--- config.mk ---
export PLATFORM = sky130hd
export DESIGN_NAME = lsu_mem_master
export DESIGN_NICKNAME = d
export VERILOG_FILES = /design/src/rtl/lsu_pkg.sv /design/src/rtl/lsu_align.sv /design/src/rtl/lsu_mem_master.sv
export SDC_FILE = /design/constraint.sdc
export NUM_CORES = 1
export LEC_CHECK = 0
export ABC_CLOCK_PERIOD_IN_PS = 4900
export CAP_MARGIN = 20
export CORE_ASPECT_RATIO = 2
export CORE_UTILIZATION = 26
export DETAILED_ROUTE_END_ITERATION = 7
export SLEW_MARGIN = 20
export SYNTH_ARGS = -nofsm -noshare
export SYNTH_HDL_FRONTEND = slang
export SYNTH_HIERARCHICAL = 1
export SYNTH_SLANG_ARGS = --single-unit
--- constraint.sdc ---
create_clock -name clk -period 4.9 [get_ports clk]
set_input_delay 0.98 -clock clk [delete_from_list [all_inputs] [get_ports clk]]
set_output_delay 0.98 -clock clk [all_outputs]
set_load 0.01 [all_outputs]
--- src/rtl/lsu_pkg.sv ---
// lsu_pkg: shared funct3 codes, FSM states and access-size helpers for the LSU
package lsu_pkg;
  localparam logic [2:0] F3_B  = 3'b000;
  localparam logic [2:0] F3_H  = 3'b001;
  localparam logic [2:0] F3_W  = 3'b010;
  localparam logic [2:0] F3_BU = 3'b100;
  localparam logic [2:0] F3_HU = 3'b101;
  typedef enum logic [2:0] {S_IDLE, S_REQ0, S_WAIT0, S_REQ1, S_WAIT1, S_DONE} state_e;
  function automatic logic [3:0] size_mask(input logic [1:0] sz);
    return sz == 2'b00 ? 4'b0001 : sz == 2'b01 ? 4'b0011 : 4'b1111;
  endfunction
  function automatic logic legal_f3(input logic wr, input logic [2:0] f3);
    return wr ? (f3 == F3_B || f3 == F3_H || f3 == F3_W)
              : (f3 == F3_B || f3 == F3_H || f3 == F3_W || f3 == F3_BU || f3 == F3_HU);
  endfunction
  // an access crosses a word boundary when off + size > 4
  function automatic logic needs_split(input logic [2:0] f3, input logic [1:0] off);
    return f3[1:0] == 2'b10 ? off != 2'd0 : (f3[1:0] == 2'b01 && off == 2'd3);
  endfunction
endpackage

--- src/rtl/lsu_align.sv ---
// lsu_align: store lane shifting / byte enables and load merge / extension
module lsu_align import lsu_pkg::*; (
  input  logic [2:0]  funct3,
  input  logic [1:0]  off,
  input  logic [31:0] store_data,
  input  logic [31:0] d0,
  input  logic [31:0] d1,
  output logic [3:0]  be0,
  output logic [3:0]  be1,
  output logic [31:0] wdata0,
  output logic [31:0] wdata1,
  output logic [31:0] load_val
);
  logic [3:0]  mask;
  logic [7:0]  be_wide;
  logic [5:0]  sh;
  logic [31:0] merged;
  always_comb begin
    mask     = size_mask(funct3[1:0]);
    sh       = {1'b0, off, 3'b000};
    be_wide  = {4'b0000, mask} << off;
    be0      = be_wide[3:0];
    be1      = mask >> (3'd4 - {1'b0, off});
    wdata0   = store_data << sh;
    wdata1   = store_data >> (6'd32 - sh);
    merged   = (d0 >> sh) | (d1 << (6'd32 - sh));
    load_val = funct3 == F3_B  ? {{24{merged[7]}}, merged[7:0]} :
               funct3 == F3_H  ? {{16{merged[15]}}, merged[15:0]} :
               funct3 == F3_BU ? {24'b0, merged[7:0]} :
               funct3 == F3_HU ? {16'b0, merged[15:0]} : merged;
  end
endmodule

--- src/rtl/lsu_mem_master.sv ---
// lsu_mem_master: load/store initiator issuing one or two word beats per access
module lsu_mem_master import lsu_pkg::*; #(
  parameter int ADDR_W = 5
) (
  input  logic              clk,
  input  logic              rst,
  input  logic              req_valid,
  output logic              req_ready,
  input  logic              req_write,
  input  logic [2:0]        req_funct3,
  input  logic [31:0]       rs1,
  input  logic [31:0]       imm,
  input  logic [31:0]       store_data,
  output logic              resp_valid,
  output logic              resp_err,
  output logic [31:0]       load_result,
  output logic              mem_valid,
  input  logic              mem_ready,
  output logic              mem_we,
  output logic [ADDR_W-1:0] mem_addr,
  output logic [3:0]        mem_be,
  output logic [31:0]       mem_wdata,
  input  logic              mem_rvalid,
  input  logic [31:0]       mem_rdata
);
  state_e            state_q, state_d;
  logic              write_q, write_d, err_q, err_d;
  logic [2:0]        f3_q, f3_d;
  logic [ADDR_W-1:0] word_q, word_d;
  logic [1:0]        off_q, off_d;
  logic [31:0]       sdata_q, sdata_d, d0_q, d0_d, result_q, result_d;
  logic [31:0]       ea, wdata0, wdata1, load_val;
  logic [3:0]        be0, be1;
  logic              split, unused_ea;
  assign ea        = rs1 + imm;
  assign unused_ea = ^ea[31:ADDR_W+2];
  assign split     = needs_split(f3_q, off_q);
  lsu_align u_align (
    .funct3    (f3_q),
    .off       (off_q),
    .store_data(sdata_q),
    .d0        (state_q == S_WAIT0 ? mem_rdata : d0_q),
    .d1        (state_q == S_WAIT1 ? mem_rdata : 32'h0),
    .be0       (be0),
    .be1       (be1),
    .wdata0    (wdata0),
    .wdata1    (wdata1),
    .load_val  (load_val)
  );
  always_comb begin
    req_ready   = state_q == S_IDLE;
    mem_valid   = state_q == S_REQ0 || state_q == S_REQ1;
    mem_we      = mem_valid && write_q;
    mem_addr    = state_q == S_REQ1 ? word_q + ADDR_W'(1) : state_q == S_REQ0 ? word_q : '0;
    mem_be      = state_q == S_REQ1 ? be1 : state_q == S_REQ0 ? be0 : 4'b0000;
    mem_wdata   = !mem_we ? 32'h0 : state_q == S_REQ1 ? wdata1 : wdata0;
    resp_valid  = state_q == S_DONE;
    resp_err    = resp_valid && err_q;
    load_result = result_q;
  end
  always_comb begin
    state_d  = state_q;
    write_d  = write_q;
    err_d    = err_q;
    f3_d     = f3_q;
    word_d   = word_q;
    off_d    = off_q;
    sdata_d  = sdata_q;
    d0_d     = d0_q;
    result_d = result_q;
    unique case (state_q)
      S_IDLE: if (req_valid) begin
        write_d = req_write;
        f3_d    = req_funct3;
        word_d  = ea[ADDR_W+1:2];
        off_d   = ea[1:0];
        sdata_d = store_data;
        err_d   = !legal_f3(req_write, req_funct3);
        state_d = legal_f3(req_write, req_funct3) ? S_REQ0 : S_DONE;
        if (!legal_f3(req_write, req_funct3)) result_d = '0;
      end
      S_REQ0: if (mem_ready) begin
        state_d = !write_q ? S_WAIT0 : split ? S_REQ1 : S_DONE;
        if (write_q && !split) result_d = '0;
      end
      S_WAIT0: if (mem_rvalid) begin
        d0_d     = mem_rdata;
        state_d  = split ? S_REQ1 : S_DONE;
        result_d = split ? result_q : load_val;
      end
      S_REQ1: if (mem_ready) begin
        state_d = write_q ? S_DONE : S_WAIT1;
        if (write_q) result_d = '0;
      end
      S_WAIT1: if (mem_rvalid) begin
        state_d  = S_DONE;
        result_d = load_val;
      end
      default: state_d = S_IDLE;
    endcase
  end
  always_ff @(posedge clk) begin
    if (rst) begin
      state_q  <= S_IDLE;
      write_q  <= 1'b0;
      err_q    <= 1'b0;
      f3_q     <= '0;
      word_q   <= '0;
      off_q    <= '0;
      sdata_q  <= '0;
      d0_q     <= '0;
      result_q <= '0;
    end else begin
      state_q  <= state_d;
      write_q  <= write_d;
      err_q    <= err_d;
      f3_q     <= f3_d;
      word_q   <= word_d;
      off_q    <= off_d;
      sdata_q  <= sdata_d;
      d0_q     <= d0_d;
      result_q <= result_d;
    end
  end
endmodule

==> impl_results.html <==
<table>
<tr><th>Metric</th><th>Value</th></tr>
<tr><th colspan="2">STA</th></tr>
<tr><td>RSZ-0062 raised after global routing</td><td>false</td></tr>
<tr><td>Max-slew violations</td><td>0</td></tr>
<tr><td>Min cycle time layout</td><td>4104 ps</td></tr>
<tr><td>Final period util</td><td>roughly 84%</td></tr>
<tr><td>Total count of hold-check failures in the final report</td><td>0</td></tr>
<tr><td>Timing-limited maximum frequency</td><td>between 200 and 250 MHz</td></tr>
<tr><td>Headroom to the max-slew limit</td><td>36.07%</td></tr>
<tr><td>Setup total negative slack</td><td>0 ps</td></tr>
<tr><td>Clk_skew</td><td>15.05 ps</td></tr>
<tr><td>Transition time at the pin with the least slew margin</td><td>955.5 ps</td></tr>
<tr><td>Final setup violation count</td><td>0</td></tr>
<tr><th colspan="2">Worst hold path</th></tr>
<tr><td>Cell count of the worst hold path</td><td>2</td></tr>
<tr><td>Type of the tightest min-delay check</td><td>flip-flop to flip-flop</td></tr>
<tr><th colspan="2">Pwr</th></tr>
<tr><td>Maximum resistive drop on vdd</td><td>roughly 0.2 mV</td></tr>
<tr><td>Leak pwr</td><td>around 3.6 nW</td></tr>
<tr><td>Areal power density over the cells</td><td>305.6 nW/um^2</td></tr>
<tr><th colspan="2">Clock tree</th></tr>
<tr><td>CTS-repair resized insts</td><td>0</td></tr>
<tr><td>Post-CTS Setup Repair Bufs</td><td>0</td></tr>
<tr><td>Maximum level of the CTS H-tree</td><td>3</td></tr>
<tr><td>Hold-fix buffer count after cts</td><td>0</td></tr>
<tr><td>Post-CTS clock slew at the launch and capture registers of the worst setup and hold paths</td><td>80 ps</td></tr>
<tr><td>Maximum clock path buffer count</td><td>2</td></tr>
<tr><td>Root buffer cell</td><td>sky130_fd_sc_hd__clkbuf_16</td></tr>
<tr><td>Clock insertion delay at the later pin of the skew report</td><td>390 ps</td></tr>
<tr><td>TritonCTS clock tree</td><td>yes</td></tr>
<tr><td>Number of buffers created by CTS</td><td>9</td></tr>
<tr><td>Clk sinks</td><td>111</td></tr>
<tr><th colspan="2">Cells and area</th></tr>
<tr><td>Count of non-filler cells in the finished layout</td><td>1,616</td></tr>
<tr><td>Fraction of layout cells with a size suffix above 1</td><td>approximately 7.3%</td></tr>
<tr><td>Area growth from synthesis to layout</td><td>26.97%</td></tr>
<tr><td>Final antenna diode count</td><td>0</td></tr>
<tr><td>Nets@finish</td><td>1,339</td></tr>
<tr><th colspan="2">Critical path</th></tr>
<tr><td>Crit Path Class</td><td>flip-flop to output port</td></tr>
<tr><td>Slowest cell delay on critical path</td><td>620 ps</td></tr>
<tr><td>Number of buffers and inverters on the critical path</td><td>3</td></tr>
<tr><td>Worst EP required</td><td>3920 ps</td></tr>
<tr><td>Cell family contributing the most delay on the critical path</td><td>buffers and inverters</td></tr>
<tr><td>Kind of end point of the critical path</td><td>output port</td></tr>
<tr><td>Element type at the critical path start</td><td>flip-flop</td></tr>
<tr><td>Worst reg2reg path depth</td><td>9</td></tr>
<tr><td>Crit path max-delay cell type</td><td>sky130_fd_sc_hd__ha_2</td></tr>
<tr><td>Critical Path Fanout Max</td><td>30</td></tr>
<tr><td>Cell chain of the critical path</td><td>inv_1 &gt; ha_2 &gt; buf_4 &gt; mux2i_1 &gt; o22a_1 &gt; nor2_1 &gt; mux2i_1 &gt; nor2_1 &gt; clkdlybuf4s50_1</td></tr>
<tr><td>Register-to-Register Setup Slack</td><td>1430 ps</td></tr>
<tr><td>Data arrival time of the worst path</td><td>around 3100 ps</td></tr>
<tr><td>Number of cells on the critical path</td><td>9</td></tr>
<tr><th colspan="2">Floorplan</th></tr>
<tr><td>Core ar.</td><td>30,860 sq um</td></tr>
<tr><td>Height of the die</td><td>roughly 250 um</td></tr>
<tr><td>Total I/O pin count</td><td>roughly 220</td></tr>
<tr><td>Die ar.</td><td>between 30,000 and 40,000 sq um</td></tr>
<tr><td>Die Span X</td><td>between 100 and 150 um</td></tr>
<tr><td>Starting utilization of the core area</td><td>26.39%</td></tr>
<tr><td>Cell row count</td><td>between 90 and 100</td></tr>
<tr><th colspan="2">Yosys</th></tr>
<tr><td>Number of unique standard cell types used by synthesis</td><td>63</td></tr>
<tr><td>Async S/R FF share, synth</td><td>0%</td></tr>
<tr><td>Flop and latch count out of synthesis</td><td>111</td></tr>
<tr><td>Sequential element share of the synthesized area</td><td>27.29%</td></tr>
<tr><td>Cells after synthesis</td><td>1,095</td></tr>
<tr><td>Post-synth design cell area</td><td>8143 sq um</td></tr>
<tr><td>Number of synthesis warnings</td><td>6</td></tr>
<tr><td>Top flip-flop cell by instance count after synthesis</td><td>sky130_fd_sc_hd__dfxtp_1</td></tr>
<tr><td>Post-synth top cells</td><td>249 x sky130_fd_sc_hd__nand2_1, 114 x sky130_fd_sc_hd__mux2i_1, 111 x sky130_fd_sc_hd__dfxtp_1, 104 x sky130_fd_sc_hd__a21oi_1, 96 x sky130_fd_sc_hd__nor2_1</td></tr>
<tr><td>Top-count cell post-synth</td><td>sky130_fd_sc_hd__nand2_1</td></tr>
<tr><td>Proportion of netlist area held by the largest area contributor</td><td>27.29%</td></tr>
<tr><td>Post-Syn Nets</td><td>1,241</td></tr>
<tr><td>Cell accounting for the most synthesized area</td><td>sky130_fd_sc_hd__dfxtp_1</td></tr>
<tr><td>Post-synth EDFFs</td><td>0</td></tr>
<tr><td>Synth area leaders</td><td>sky130_fd_sc_hd__dfxtp_1 27%, sky130_fd_sc_hd__mux2i_1 14%, sky130_fd_sc_hd__nand2_1 11%</td></tr>
<tr><td>Syn_area_per_cell</td><td>7.436 sq um</td></tr>
<tr><th colspan="2">Route</th></tr>
<tr><td>Ratio of routed vias to standard cells</td><td>5.012</td></tr>
<tr><td>Post-Route WL</td><td>30,370 um</td></tr>
<tr><td>Average routed wire per standard cell</td><td>between 15 and 20 um</td></tr>
<tr><td>Iter 0 DRT Violations</td><td>439</td></tr>
<tr><td>Total vias in the final route</td><td>8,099</td></tr>
<tr><td>Remaining routing DRC violations</td><td>0</td></tr>
<tr><td>First-pass iteration count of the detailed router</td><td>5</td></tr>
<tr><td>Remaining number of nets flagged by the antenna check after routing</td><td>0</td></tr>
<tr><th colspan="2">Run</th></tr>
<tr><td>Count of max-cap constraint violations</td><td>0</td></tr>
<tr><th colspan="2">Placement</th></tr>
<tr><td>Cell total after placement</td><td>1,600</td></tr>
<tr><td>Count of buffers from port buffering</td><td>between 150 and 200</td></tr>
<tr><td>RePlAce Congestion</td><td>0.8984</td></tr>
<tr><td>Final HPWL DP</td><td>22,600 um</td></tr>
<tr><th colspan="2">GRT</th></tr>
<tr><td>Initial antenna violation count</td><td>1</td></tr>
<tr><td>Global-route wire length before repair</td><td>between 40,000 and 50,000 um</td></tr>
<tr><td>All-layer global routing usage</td><td>19.16%</td></tr>
<tr><td>Vias in the first global route</td><td>roughly 8,000</td></tr>
<tr><td>Global-route congestion overflow total</td><td>0</td></tr>
<tr><td>Pin count of the biggest net entering global routing</td><td>81</td></tr>
<tr><th colspan="2">Outcome</th></tr>
<tr><td>Result of the run</td><td>completed</td></tr>
</table>
## worst paths after layout
check | start | endpoint
worst max-delay path | off_q[0] | mem_wdata[9]
worst min-delay path | d0_q[15] | d0_q[15]
worst max register to register | state_q[2] | load_result[16]
worst min register to register | d0_q[15] | d0_q[15]
## logic make-up (layout without fill, tap and decap cells)
family                     after synthesis  after routing  share of synthesized area (%)
AOI/OAI and AO/OA                      243            243                          19.65
buffers and inverters                  115            218                          6.423
DFF                                    111            111                          27.29
adders and majority gates                9              9                          1.475
and+or+nand+nor                        455            455                          24.68
xor gates and xnor gates                 7              7                         0.7529
muxes                                  155            155                          19.73
## state kept, by name, indices dropped and copies added (netlist names)
register / count
d0_q: 32
load_result: 32
sdata_q: 32
word_q: 5
f3_q: 3
state_q: 3
off_q: 2
err_q: 1
write_q: 1
## cells in the final DEF, fill, tap and decap left out, types with 3 or more instances in the layout
| master | instances |
|---|---|
| sky130_fd_sc_hd__nand2_1 | 248 |
| sky130_fd_sc_hd__clkdlybuf4s50_1 | 163 |
| sky130_fd_sc_hd__mux2i_1 | 114 |
| sky130_fd_sc_hd__dfxtp_1 | 108 |
| sky130_fd_sc_hd__a21oi_1 | 104 |
| sky130_fd_sc_hd__nor2_1 | 93 |
| sky130_fd_sc_hd__and2_1 | 43 |
| sky130_fd_sc_hd__a211oi_1 | 34 |
| sky130_fd_sc_hd__mux2_2 | 27 |
| sky130_fd_sc_hd__o21ai_0 | 27 |
| sky130_fd_sc_hd__nor2b_1 | 24 |
| sky130_fd_sc_hd__inv_1 | 20 |
| sky130_fd_sc_hd__buf_4 | 16 |
| sky130_fd_sc_hd__mux2_1 | 13 |
| sky130_fd_sc_hd__a221oi_1 | 13 |
| sky130_fd_sc_hd__o22a_1 | 9 |
| sky130_fd_sc_hd__clkbuf_16 | 9 |
| sky130_fd_sc_hd__nand2b_1 | 8 |
| sky130_fd_sc_hd__o31ai_1 | 8 |
| sky130_fd_sc_hd__and3_1 | 8 |
| sky130_fd_sc_hd__nand3_1 | 7 |
| sky130_fd_sc_hd__ha_1 | 7 |
| sky130_fd_sc_hd__a21o_1 | 6 |
| sky130_fd_sc_hd__nand3b_1 | 6 |
| sky130_fd_sc_hd__o221a_2 | 5 |
| sky130_fd_sc_hd__o221ai_1 | 5 |
| sky130_fd_sc_hd__xor2_1 | 4 |
| sky130_fd_sc_hd__o21ai_1 | 4 |
| sky130_fd_sc_hd__xnor2_1 | 3 |
| sky130_fd_sc_hd__nor2_2 | 3 |
| sky130_fd_sc_hd__nor3_1 | 3 |
| sky130_fd_sc_hd__a31oi_1 | 3 |
| sky130_fd_sc_hd__clkinv_4 | 3 |
| sky130_fd_sc_hd__o32ai_1 | 3 |
## tightest hold or removal path: cells and delay by family, from the launching register on
kind             cells  cell delay, ps
flip-flops           1             310
AO/OA/AOI/OAI        1              50
AND/OR/NAND/NOR      1              50
## routing by layer
metal / GRT usage (%) / up-vias / wire [um]
met4: 13.54 / 0 / 1929
met1: 17.79 / 3798 / 10420
met3: 2.519 / 78 / 991
li1: - / 3980 / -
met5: 0 / - / 0
met2: 37.65 / 243 / 17030
## power breakdown
part / total (mW) / internal [mW] / switching, mW
Clock: 0.842 / 0.465 / 0.377
Sequential: 1.04 / 0.962 / 0.0809
Combinational: 1.27 / 0.491 / 0.784
## through the flow
stage / hold WS (ps) / utilization [%] / total power, mW / cell area (sq um) / worst slack (ps)
6_report: 452.4 / 33.51 / 3.160 / 10340 / 795.7
2_1_floorplan: 432.2 / - / 1.948 / 8143 / 1561
3_3_place_gp: 437.9 / 32.42 / 2.323 / 10000 / 1233
5_1_grt: 470.3 / 33.51 / 3.337 / 10340 / 577.5
3_5_place_dp: 442.4 / 32.43 / 2.336 / 10010 / 1225
4_1_cts: 453.7 / 33.51 / 3.185 / 10340 / 786.2
## final cells by class
cell class | count | area, sq um
Clock buffer | 10 | 239.0
Clock inverter | 6 | 93.84
Fill cell | 3291 | 20520
Inverter | 22 | 82.58
Multi-Input combinational cell | 869 | 5415
Sequential cell | 111 | 2228
Tap cell | 418 | 523.0
Timing Repair Buffer | 180 | 1757
No activity file was read; power rests on OpenSTA's default activity.
